==> config.mk <==
export PLATFORM = sky130hd
export DESIGN_NAME = fifo_rd_prefetch
export DESIGN_NICKNAME = d
export VERILOG_FILES = /design/src/rtl/fifo_rd_prefetch_pkg.sv /design/src/rtl/fifo_out_buf.sv /design/src/rtl/fifo_rd_prefetch.sv
export SDC_FILE = /design/constraint.sdc
export NUM_CORES = 1
export LEC_CHECK = 0
export CORE_MARGIN = 2
export CORE_UTILIZATION = 46
export DETAILED_ROUTE_END_ITERATION = 16
export PLACE_DENSITY = 0.77
export SYNTH_ARGS = -nofsm -noshare
export SYNTH_HDL_FRONTEND = slang
export SYNTH_SLANG_ARGS = --single-unit
==> constraint.sdc <==
create_clock -name clk -period 2.1 [get_ports clk]
set_clock_uncertainty 0.05 [all_clocks]
set_input_delay 0.63 -clock clk [delete_from_list [all_inputs] [get_ports clk]]
set_output_delay 0.63 -clock clk [all_outputs]
set_load 0.02 [all_outputs]
==> src/rtl/fifo_rd_prefetch_pkg.sv <==
// Shared parameters, types and helpers for the sync FIFO first-word-fall-through output stage.
package fifo_rd_prefetch_pkg;

  localparam int DEFAULT_DATA_WIDTH = 8;
  localparam int PREFETCH_DEPTH     = 3;

  // Buffer operation for one clock, encoded as {push, pop}.
  typedef enum logic [1:0] {
    BUF_IDLE = 2'b00,
    BUF_POP  = 2'b01,
    BUF_PUSH = 2'b10,
    BUF_BOTH = 2'b11
  } buf_op_e;

  function automatic int cnt_width(input int depth);
    return $clog2(depth + 1);
  endfunction

  function automatic int ptr_width(input int depth);
    return (depth > 1) ? $clog2(depth) : 1;
  endfunction

endpackage

==> src/rtl/fifo_out_buf.sv <==
// Small circular buffer with explicit occupancy count and combinational head read,
// used as the prefetch store in front of the FIFO consumer.
module fifo_out_buf
  import fifo_rd_prefetch_pkg::*;
#(
  parameter int DATA_WIDTH = DEFAULT_DATA_WIDTH,
  parameter int BUF_DEPTH  = PREFETCH_DEPTH,
  parameter int CNT_WIDTH  = cnt_width(BUF_DEPTH)
) (
  input  logic                  clk,
  input  logic                  reset,
  input  logic                  push,
  input  logic [DATA_WIDTH-1:0] push_data,
  input  logic                  pop,
  output logic [CNT_WIDTH-1:0]  count,
  output logic [DATA_WIDTH-1:0] head_data
);

  localparam int PTR_WIDTH = ptr_width(BUF_DEPTH);

  logic [DATA_WIDTH-1:0] mem [BUF_DEPTH];

  logic [PTR_WIDTH-1:0] head_reg, head_next;
  logic [PTR_WIDTH-1:0] tail_reg, tail_next;
  logic [CNT_WIDTH-1:0] count_reg, count_next;
  buf_op_e              op;

  function automatic logic [PTR_WIDTH-1:0] wrap_inc(input logic [PTR_WIDTH-1:0] p);
    return (p == PTR_WIDTH'(BUF_DEPTH - 1)) ? '0 : p + 1'b1;
  endfunction

  always_comb begin
    op         = buf_op_e'({push, pop});
    head_next  = head_reg;
    tail_next  = tail_reg;
    count_next = count_reg;
    case (op)
      BUF_PUSH: begin
        tail_next  = wrap_inc(tail_reg);
        count_next = count_reg + 1'b1;
      end
      BUF_POP: begin
        head_next  = wrap_inc(head_reg);
        count_next = count_reg - 1'b1;
      end
      BUF_BOTH: begin
        head_next = wrap_inc(head_reg);
        tail_next = wrap_inc(tail_reg);
      end
      default: ;
    endcase
  end

  always_ff @(posedge clk) begin
    if (reset) begin
      head_reg  <= '0;
      tail_reg  <= '0;
      count_reg <= '0;
    end else begin
      head_reg  <= head_next;
      tail_reg  <= tail_next;
      count_reg <= count_next;
    end
  end

  // Storage is not reset; count_reg alone decides which entries are live.
  always_ff @(posedge clk) begin
    if (push && !reset) begin
      mem[tail_reg] <= push_data;
    end
  end

  assign count     = count_reg;
  assign head_data = mem[head_reg];

  a_no_overflow : assert property (@(posedge clk) disable iff (reset)
    !(push && (int'(count_reg) == BUF_DEPTH)));

  a_no_underflow : assert property (@(posedge clk) disable iff (reset)
    !(pop && (count_reg == '0)));

endmodule

==> src/rtl/fifo_rd_prefetch.sv <==
// First-word-fall-through output stage: issues credit-limited reads to the read controller,
// captures the returning memory word one cycle later and presents it over valid/ready.
module fifo_rd_prefetch
  import fifo_rd_prefetch_pkg::*;
#(
  parameter int DATA_WIDTH = DEFAULT_DATA_WIDTH,
  parameter int BUF_DEPTH  = PREFETCH_DEPTH,
  parameter int CNT_WIDTH  = cnt_width(BUF_DEPTH)
) (
  input  logic                  clk,
  input  logic                  reset,
  input  logic                  rd_empty,
  output logic                  rd_ready,
  input  logic [DATA_WIDTH-1:0] rd_data,
  output logic                  dout_valid,
  output logic [DATA_WIDTH-1:0] dout_data,
  input  logic                  dout_ready,
  output logic [CNT_WIDTH-1:0]  buf_count
);

  logic                  pending_reg, pending_next;
  logic                  fire;
  logic                  pop;
  logic [CNT_WIDTH-1:0]  count;
  logic [CNT_WIDTH-1:0]  credit_used;
  logic [DATA_WIDTH-1:0] head_data;

  // Credit covers both buffered words and the one read still in flight, so a
  // returning word always has a free slot; built only from registered state.
  assign credit_used = count + CNT_WIDTH'(pending_reg);
  assign rd_ready    = !reset && (credit_used < CNT_WIDTH'(BUF_DEPTH));
  assign fire        = rd_ready && !rd_empty;

  always_comb begin
    pending_next = fire;
  end

  always_ff @(posedge clk) begin
    if (reset) begin
      pending_reg <= 1'b0;
    end else begin
      pending_reg <= pending_next;
    end
  end

  assign dout_valid = !reset && (count != '0);
  assign dout_data  = reset ? '0 : head_data;
  assign pop        = dout_valid && dout_ready;
  assign buf_count  = count;

  fifo_out_buf #(
    .DATA_WIDTH(DATA_WIDTH),
    .BUF_DEPTH (BUF_DEPTH),
    .CNT_WIDTH (CNT_WIDTH)
  ) u_out_buf (
    .clk      (clk),
    .reset    (reset),
    .push     (pending_reg),
    .push_data(rd_data),
    .pop      (pop),
    .count    (count),
    .head_data(head_data)
  );

  a_credit : assert property (@(posedge clk) disable iff (reset)
    (int'(count) + int'(pending_reg)) <= BUF_DEPTH);

endmodule
==> results.toml <==
[status]
status = "complete, but fails checks"
violations = "negative setup slack"

[floorplan]
die_h_um = 58.30
die_w_um = 58.30
num_rows = 19
num_io_pins = 24
start_util = 0.4876
die_area_sq_um = 3399
core_area_sq_um = 2781

[placement]
gp_congestion = 0.6982
io_buffers = 23
place_inst = 163
dp_hpwl_mm = 1.895

[power]
vdd.ir_drop.worst_mv = 0.8143
p_leak_nw = 0.7087
pwr_density_cell_nw_per_um2 = 773.3

[detailed_routing]
ant_nets = 0
first_iter_violations = 26
dr.pass1.iters = 4
routed_wl_mm = 2.657
avgViaCountPerCell = 5.339
num_vias = 913
post_drt_wl_per_cell_um = 15.54
drc_errors = 0

[worst_setup_path]
worst-setup-path-type = "reg -> out"
critPathArrivalTime_ns = 1.49
startpoint_type = "register"
crit_path_end_kind = "output pin"
worstPathCellList = "buf_6 -> mux2_4 -> mux2i_2 -> nor2_1 -> buf_4"
rr_startpoint = "u_out_buf.count[0]"
slowest_stage = "dfxtp_2"
crit_required_ns = 1.42
path_max_fanout = 4
path_buf_inv = 2
cp_slowest_stage_delay_ns = 0.36
path_delay_family = "multiplexers"

[sta]
slew_viol_final = 0
setup_viol = 8
period_minus_slack_ns = 2.173
rsz0062_at_grt = "yes"
finalCritPeriodShare = 1.035
hold_viol = 0
fmax_mhz = 460.2
max-slew-margin-rel = 0.8153
tightestPinTransition_ns = 0.2732
worst_slack_ns = -0.07278

[cts]
cts_buffers = 5
cts_tree = "built"
path_clk_slew_ns = 0.11
clock_path_buffers = 2
cts.sinks = 33
worstSkewPairLatency_ns = 0.34
cts_root_buffer = "clkbuf_4"
htree_num_levels = 2

[layout]
final_cell_count_no_fill = 171
syn_to_final_growth_pct = 35.42
finalCoreUtilization = 0.6604
nNetsFinal = 155
regMostFlops = "u_out_buf.mem"
largest_reg_flops = 24
insertedDiodeCount = 0
drive_gt1_frac = 0.3214
fillers = 217

[global_routing]
antenna_found_initial = 0
grt.overflow.total = 0
track_usage = 0.1772
grt_pass1_vias = 915
grt_max_degree = 13
grt_pass1_wl_mm = 4.215

[synthesis]
avgSynthCellArea_sq_um = 13.84
ys_warn_count = 0
ys_seq_area_frac = 0.6642
synth-main-ff-cell = "edfxtp_1"
synthDistinctLibCells = 20
synth_async_sr_flop_share = 0
synth_nets = 114
synthesis.area_sq_um = 1356
synth_seq_cells = 33
synth-edff-count = 24
netlist_instances = 98

[worst_hold_path]
hp-start = "u_out_buf.head_reg[0]"
hold_class = "reg -> reg"

[run]
cap_violations = 0
==> synth_stat cells, drive strengths merged, types with 2 or more instances <==
cell type	count	area, sq um
mux2i	8	80.08
or3b	2	17.52
nor2	13	48.80
or3	3	18.77
dfxtp	9	180.2
ha	4	50.05
a21oi	8	40.04
buf	4	20.02
nand2	5	18.77
nor4b	2	17.52
xor2	2	17.52
mux2	8	90.09
edfxtp	24	720.7
==> power by group <==
| part | internal, mW | total (mW) | switching, mW | leakage, nW |
|---|---|---|---|---|
| logic | 0.110 | 0.207 | 0.0977 | 0.376 |
| clock network | 0.252 | 0.482 | 0.230 | 0.0414 |
| registers | 0.719 | 0.731 | 0.0126 | 0.291 |
| total | 1.08 | 1.42 | 0.340 | 0.709 |
==> cell usage in the layout (no fill, tap or decap) <==
master | Yosys | routed
edfxtp_1 | 24 | 24
buf_4 | 0 | 19
nor2_1 | 13 | 13
clkdlybuf4s50_1 | 0 | 10
dfxtp_1 | 9 | 8
mux2_4 | 0 | 7
mux2i_1 | 8 | 7
a21oi_1 | 8 | 7
nand2_1 | 5 | 5
clkbuf_4 | 0 | 5
ha_1 | 4 | 4
or3_1 | 3 | 3
buf_6 | 0 | 3
xor2_1 | 2 | 2
nor4b_1 | 2 | 2
dlygate4sd2_1 | 0 | 2
mux2_2 | 8 | 1
mux2i_2 | 0 | 1
inv_1 | 1 | 1
nor4_1 | 1 | 1
a21oi_2 | 0 | 1
and2_1 | 1 | 1
nor2b_1 | 1 | 1
xnor2_1 | 1 | 1
o21ai_0 | 1 | 1
or3b_2 | 1 | 1
or3b_1 | 1 | 1
dfxtp_2 | 0 | 1
clkinv_4 | 0 | 1
bufinv_16 | 0 | 1
clkinvlp_4 | 0 | 1
dlymetal6s2s_1 | 0 | 1
buf_2 | 4 | 1
clkdlybuf4s15_2 | 0 | 1
buf_12 | 0 | 1
==> worst register-to-register path: cells and delay by family (launching register included) <==
kind,cells,cell delay [ns]
AOI/OAI and AO/OA,1,0.16
adders and majority gates,1,0.20
buffers and inverters,2,0.27
DFF,1,0.36
and+or+nand+nor,5,0.77
==> kinds of logic (layout without fill, tap and decap cells) <==
group                      after synthesis  after routing  share of synthesized area
DFF                                     33             33                     0.6642
and+or+nand+nor                         28             28                     0.1033
muxes                                   16             16                     0.1255
AOI/OAI and AO/OA                        9              9                    0.03321
buffers and inverters                    5             47                    0.01753
adders and majority gates                4              4                    0.03690
xor gates and xnor gates                 3              3                    0.01938
==> layout make-up <==
type | count | area (sq um) | share of cell area
sequential | 33 | 902.1 | 0.4911
multi-input combinational | 60 | 465.4 | 0.2534
inverter | 1 | 3.754 | 0.002044
clock buffer | 5 | 37.54 | 0.02044
clock inverter | 3 | 46.29 | 0.02520
timing repair buffer | 38 | 342.8 | 0.1866
tap | 31 | 38.79 | 0.02112
==> through the flow <==
stage          hold WS, ns  instance area (sq um)  setup slack, ns  total power [mW]  setup TNS, ns
2_1_floorplan       0.4118                   1356          -0.1166            0.8443         -1.950
6_report            0.4557                   1837         -0.07278             1.420        -0.4015
3_5_place_dp        0.4420                   1730          -0.6015            0.9492         -12.15
3_3_place_gp        0.4199                   1730          -0.5683            0.9408         -10.96
5_1_grt             0.4976                   1837          -0.1423             1.485        -0.9918
4_1_cts             0.4577                   1799         -0.09785             1.423        -0.6197
==> layer usage <==
metal | wire, um | GRT usage
met2 | 1342 | 0.2873
met3 | 182 | 0.07033
met1 | 1044 | 0.2044
met5 | 0 | 0
met4 | 87 | 0.08638
==> repair_timing <==
item | 4_1_cts | 5_1_grt
hold buffers | 0 | 0
gates resized for setup | 51 | 12
endpoints found under the setup margin | 11 | 10
setup buffers | 0 | 0
pin swaps | 3 | 7
==> path summary, 6_finish.rpt <==
kind,cells after the start,end,slack (ns)
worst max register to register,9,u_out_buf.head_reg[1],0.24
worst min register to register,2,register,0.46
worst min-delay path,2,register,0.46
worst max-delay path,5,dout_data[0],-0.07
Note: power is estimated with default switching activity, not from simulation.
==> edit, RTL diff (config.mk and constraints unchanged) <==
Reset style: asynchronous (`reset`), changed in 2 clocked blocks. Comments in the files are not updated.
--- a/src/rtl/fifo_out_buf.sv
+++ b/src/rtl/fifo_out_buf.sv
@@ -52,5 +52,5 @@
   end
 
-  always_ff @(posedge clk) begin
+  always_ff @(posedge clk or posedge reset) begin
     if (reset) begin
       head_reg  <= '0;
--- a/src/rtl/fifo_rd_prefetch.sv
+++ b/src/rtl/fifo_rd_prefetch.sv
@@ -36,5 +36,5 @@
   end
 
-  always_ff @(posedge clk) begin
+  always_ff @(posedge clk or posedge reset) begin
     if (reset) begin
       pending_reg <= 1'b0;
Behaviour: differs if reset is asserted again (counterexample within 4 cycles, from zero or initial values and one cycle with reset high); with reset held inactive, the same outputs for 10 cycles.
==> edit against the unedited design <==
- the flow still finishes with violations (negative setup slack)
- sequential cell count is 2 lower
- worst setup slack got worse by 0.033 ns
- wire length is 13% lower
- hold slack improved by 0.019 ns
- area after synthesis did not move
- design area shrank 1.9%
- highest routed layer unchanged
Power is not compared: it rests on default switching activity, and its combinational part moved more than twofold at a synthesized area within 25%.
==> edit: results (changes against the unedited design) <==
| Metric | Value |
|---|---|
| Cts bufs inserted | 5 (unchanged) |
| Share of cells above drive strength 1 | 34.3% (+2.2 points) |
| Leak pwr | 0.000753 µW |
| H-tree levels | 2 (unchanged) |
| Failing checks | negative setup slack |
| Status | finished with violations |
| First-pass iteration count of the detailed router | 6 (+2) |
| Top post-synthesis cells by area | edfxtp_1, dfrtp_1, mux2_4 |
| Largest Register | u_out_buf.mem |
| Final setup fails | 8 (unchanged) |
| Clock Root Buffer | clkbuf_4 |
| Hold WC Path Type | in -> async |
| Number of global-route vias before repair | 845 (-7.7%) |
| DP HPWL | 1.75 mm (-7.9%) |
| Setup ws final | -0.106 ns (-0.0332 ns) |
| Synth warn | 0 (unchanged) |
| Clock buffer depth | 2 (unchanged) |
| Worst-Margin Slew | 0.288 ns (+0.0151 ns) |
| Mapped Cells | 91 (-7.1%) |
| Placed Cells | 159 (-2.5%) |
| First-pass GRT wire length | 3.79 mm (-10%) |
| Via count | 834 (-8.7%) |
| Worst EP arrival | 1.53 ns (+0.04 ns) |
| Post-synth cell types | 22 (+10%) |
| FILL cells | 216 (-0.46%) |
| Most frequent cells after synthesis | edfxtp_1, nor2_1, mux2i_1, dfrtp_1, mux2_4 |
| Clk slew on worst S/H paths | 0.09 ns (-0.02 ns) |
| Share of synthesized flip-flops with an asynchronous set or reset | 22.6% (+23 points) |
| Port-buffer cells | 23 (unchanged) |
| Syn Nets | 107 (-6.1%) |
| Fin cells | 168 (-1.8%) |
| # nets final | 152 (-1.9%) |
| Drt wl/cell | 13.7 µm (-12%) |
| Worst VDD drop | 0.862 mV |
| Register area share after synthesis | 66.1% (-0.37 points) |
| GRT Resource Usage Total | 15.8% (-2.0 points) |
| Post-synth EDFFs | 24 (unchanged) |
| Worst-path maximum fanout | 6 (+2) |
| N_diodes | 0 (unchanged) |
| Pin count of the biggest net entering global routing | 11 (-2) |
| 1st-iter DRT viols | 10 (-62%) |
| Initial antenna violation count | 0 (unchanged) |
| Clock latency at the later pin of the worst-skew pair | 0.31 ns (-0.03 ns) |
| Final GP Congestion | 0.723 (+3.5%) |
| Largest register FFs | 24 (unchanged) |
[edit: where the power goes]
part	switching, µW	internal (µW)
Combinational	382	441
Clock	183	245
Sequential	61.8	752
Total	627	1440
[edit: cell type report]
type / instances / area share [%]
Clock buffer: 5 / 2.08
Timing Repair Buffer: 41 / 19.0
Tap cell: 31 / 2.15
Inverter: 2 / 0.417
Sequential cell: 31 / 49.7
Clock inverter: 3 / 2.15
Multi-Input combinational cell: 55 / 24.5
[edit: layer usage]
metal,wire length (µm),vias to the layer above,track usage [%]
met3,98,2,6.15
met2,1290,15,27.0
li1,-,413,-
met4,16,0,5.98
met5,0,-,0
met1,900,404,17.8
[edit: cell families after synthesis]
group	synth area share (%)
muxes	14.5
adders and majority gates	3.69
xor gates and xnor gates	2.58
and+or+nand+nor	7.84
buffers and inverters	2.31
AOI/OAI and AO/OA	3.04
DFF	66.1
[edit: final timing paths]
check,start,to,slack [ns],cells past startpoint
worst max-delay path,u_out_buf.head_reg[0]$_DFFE_PP0P_,dout_data[5],-0.11,5
worst min-delay path,reset,pending_reg$_DFF_PP0_,0.47,3
worst max register to register,u_out_buf.count[1]$_DFFE_PP0P_,u_out_buf.head_reg[0]$_DFFE_PP0P_,0.22,9
worst min register to register,u_out_buf.count[1]$_DFFE_PP0P_,u_out_buf.count[1]$_DFFE_PP0P_,0.53,2
max in group asynchronous,reset,u_out_buf.tail_reg[0]$_DFFE_PP0P_,1.40,3
min in group clk,u_out_buf.count[1]$_DFFE_PP0P_,u_out_buf.count[1]$_DFFE_PP0P_,0.53,2
[edit: worst max-delay path: stages, from the launching register on]
cell     delay [ns]
dfrtp_1        0.43
buf_12         0.16
mux2_4         0.29
mux2i_1        0.12
nor2_1         0.06
buf_4          0.15
[edit: metrics by stage]
step / setup WS (ns) / hold slack (ns) / setup TNS, ns / instance area, µm²
floorplan: 0.0287 / 0.391 / 0 / 1360
global placement: -0.616 / 0.497 / -6.95 / 1740
detailed placement: -0.617 / 0.516 / -7.78 / 1740
CTS: -0.121 / 0.441 / -0.905 / 1790
global route: -0.197 / 0.481 / -1.40 / 1800
finish: -0.106 / 0.474 / -0.709 / 1800
[edit: timing repair]
item / in CTS / in global routing
resized for setup: 47 / 3
gates cloned: 0 / 0
endpoints found under the hold margin: 0 / 0
setup buffers: 1 / 0
pin swaps: 1 / 1
setup endpoints to repair: 12 / 10
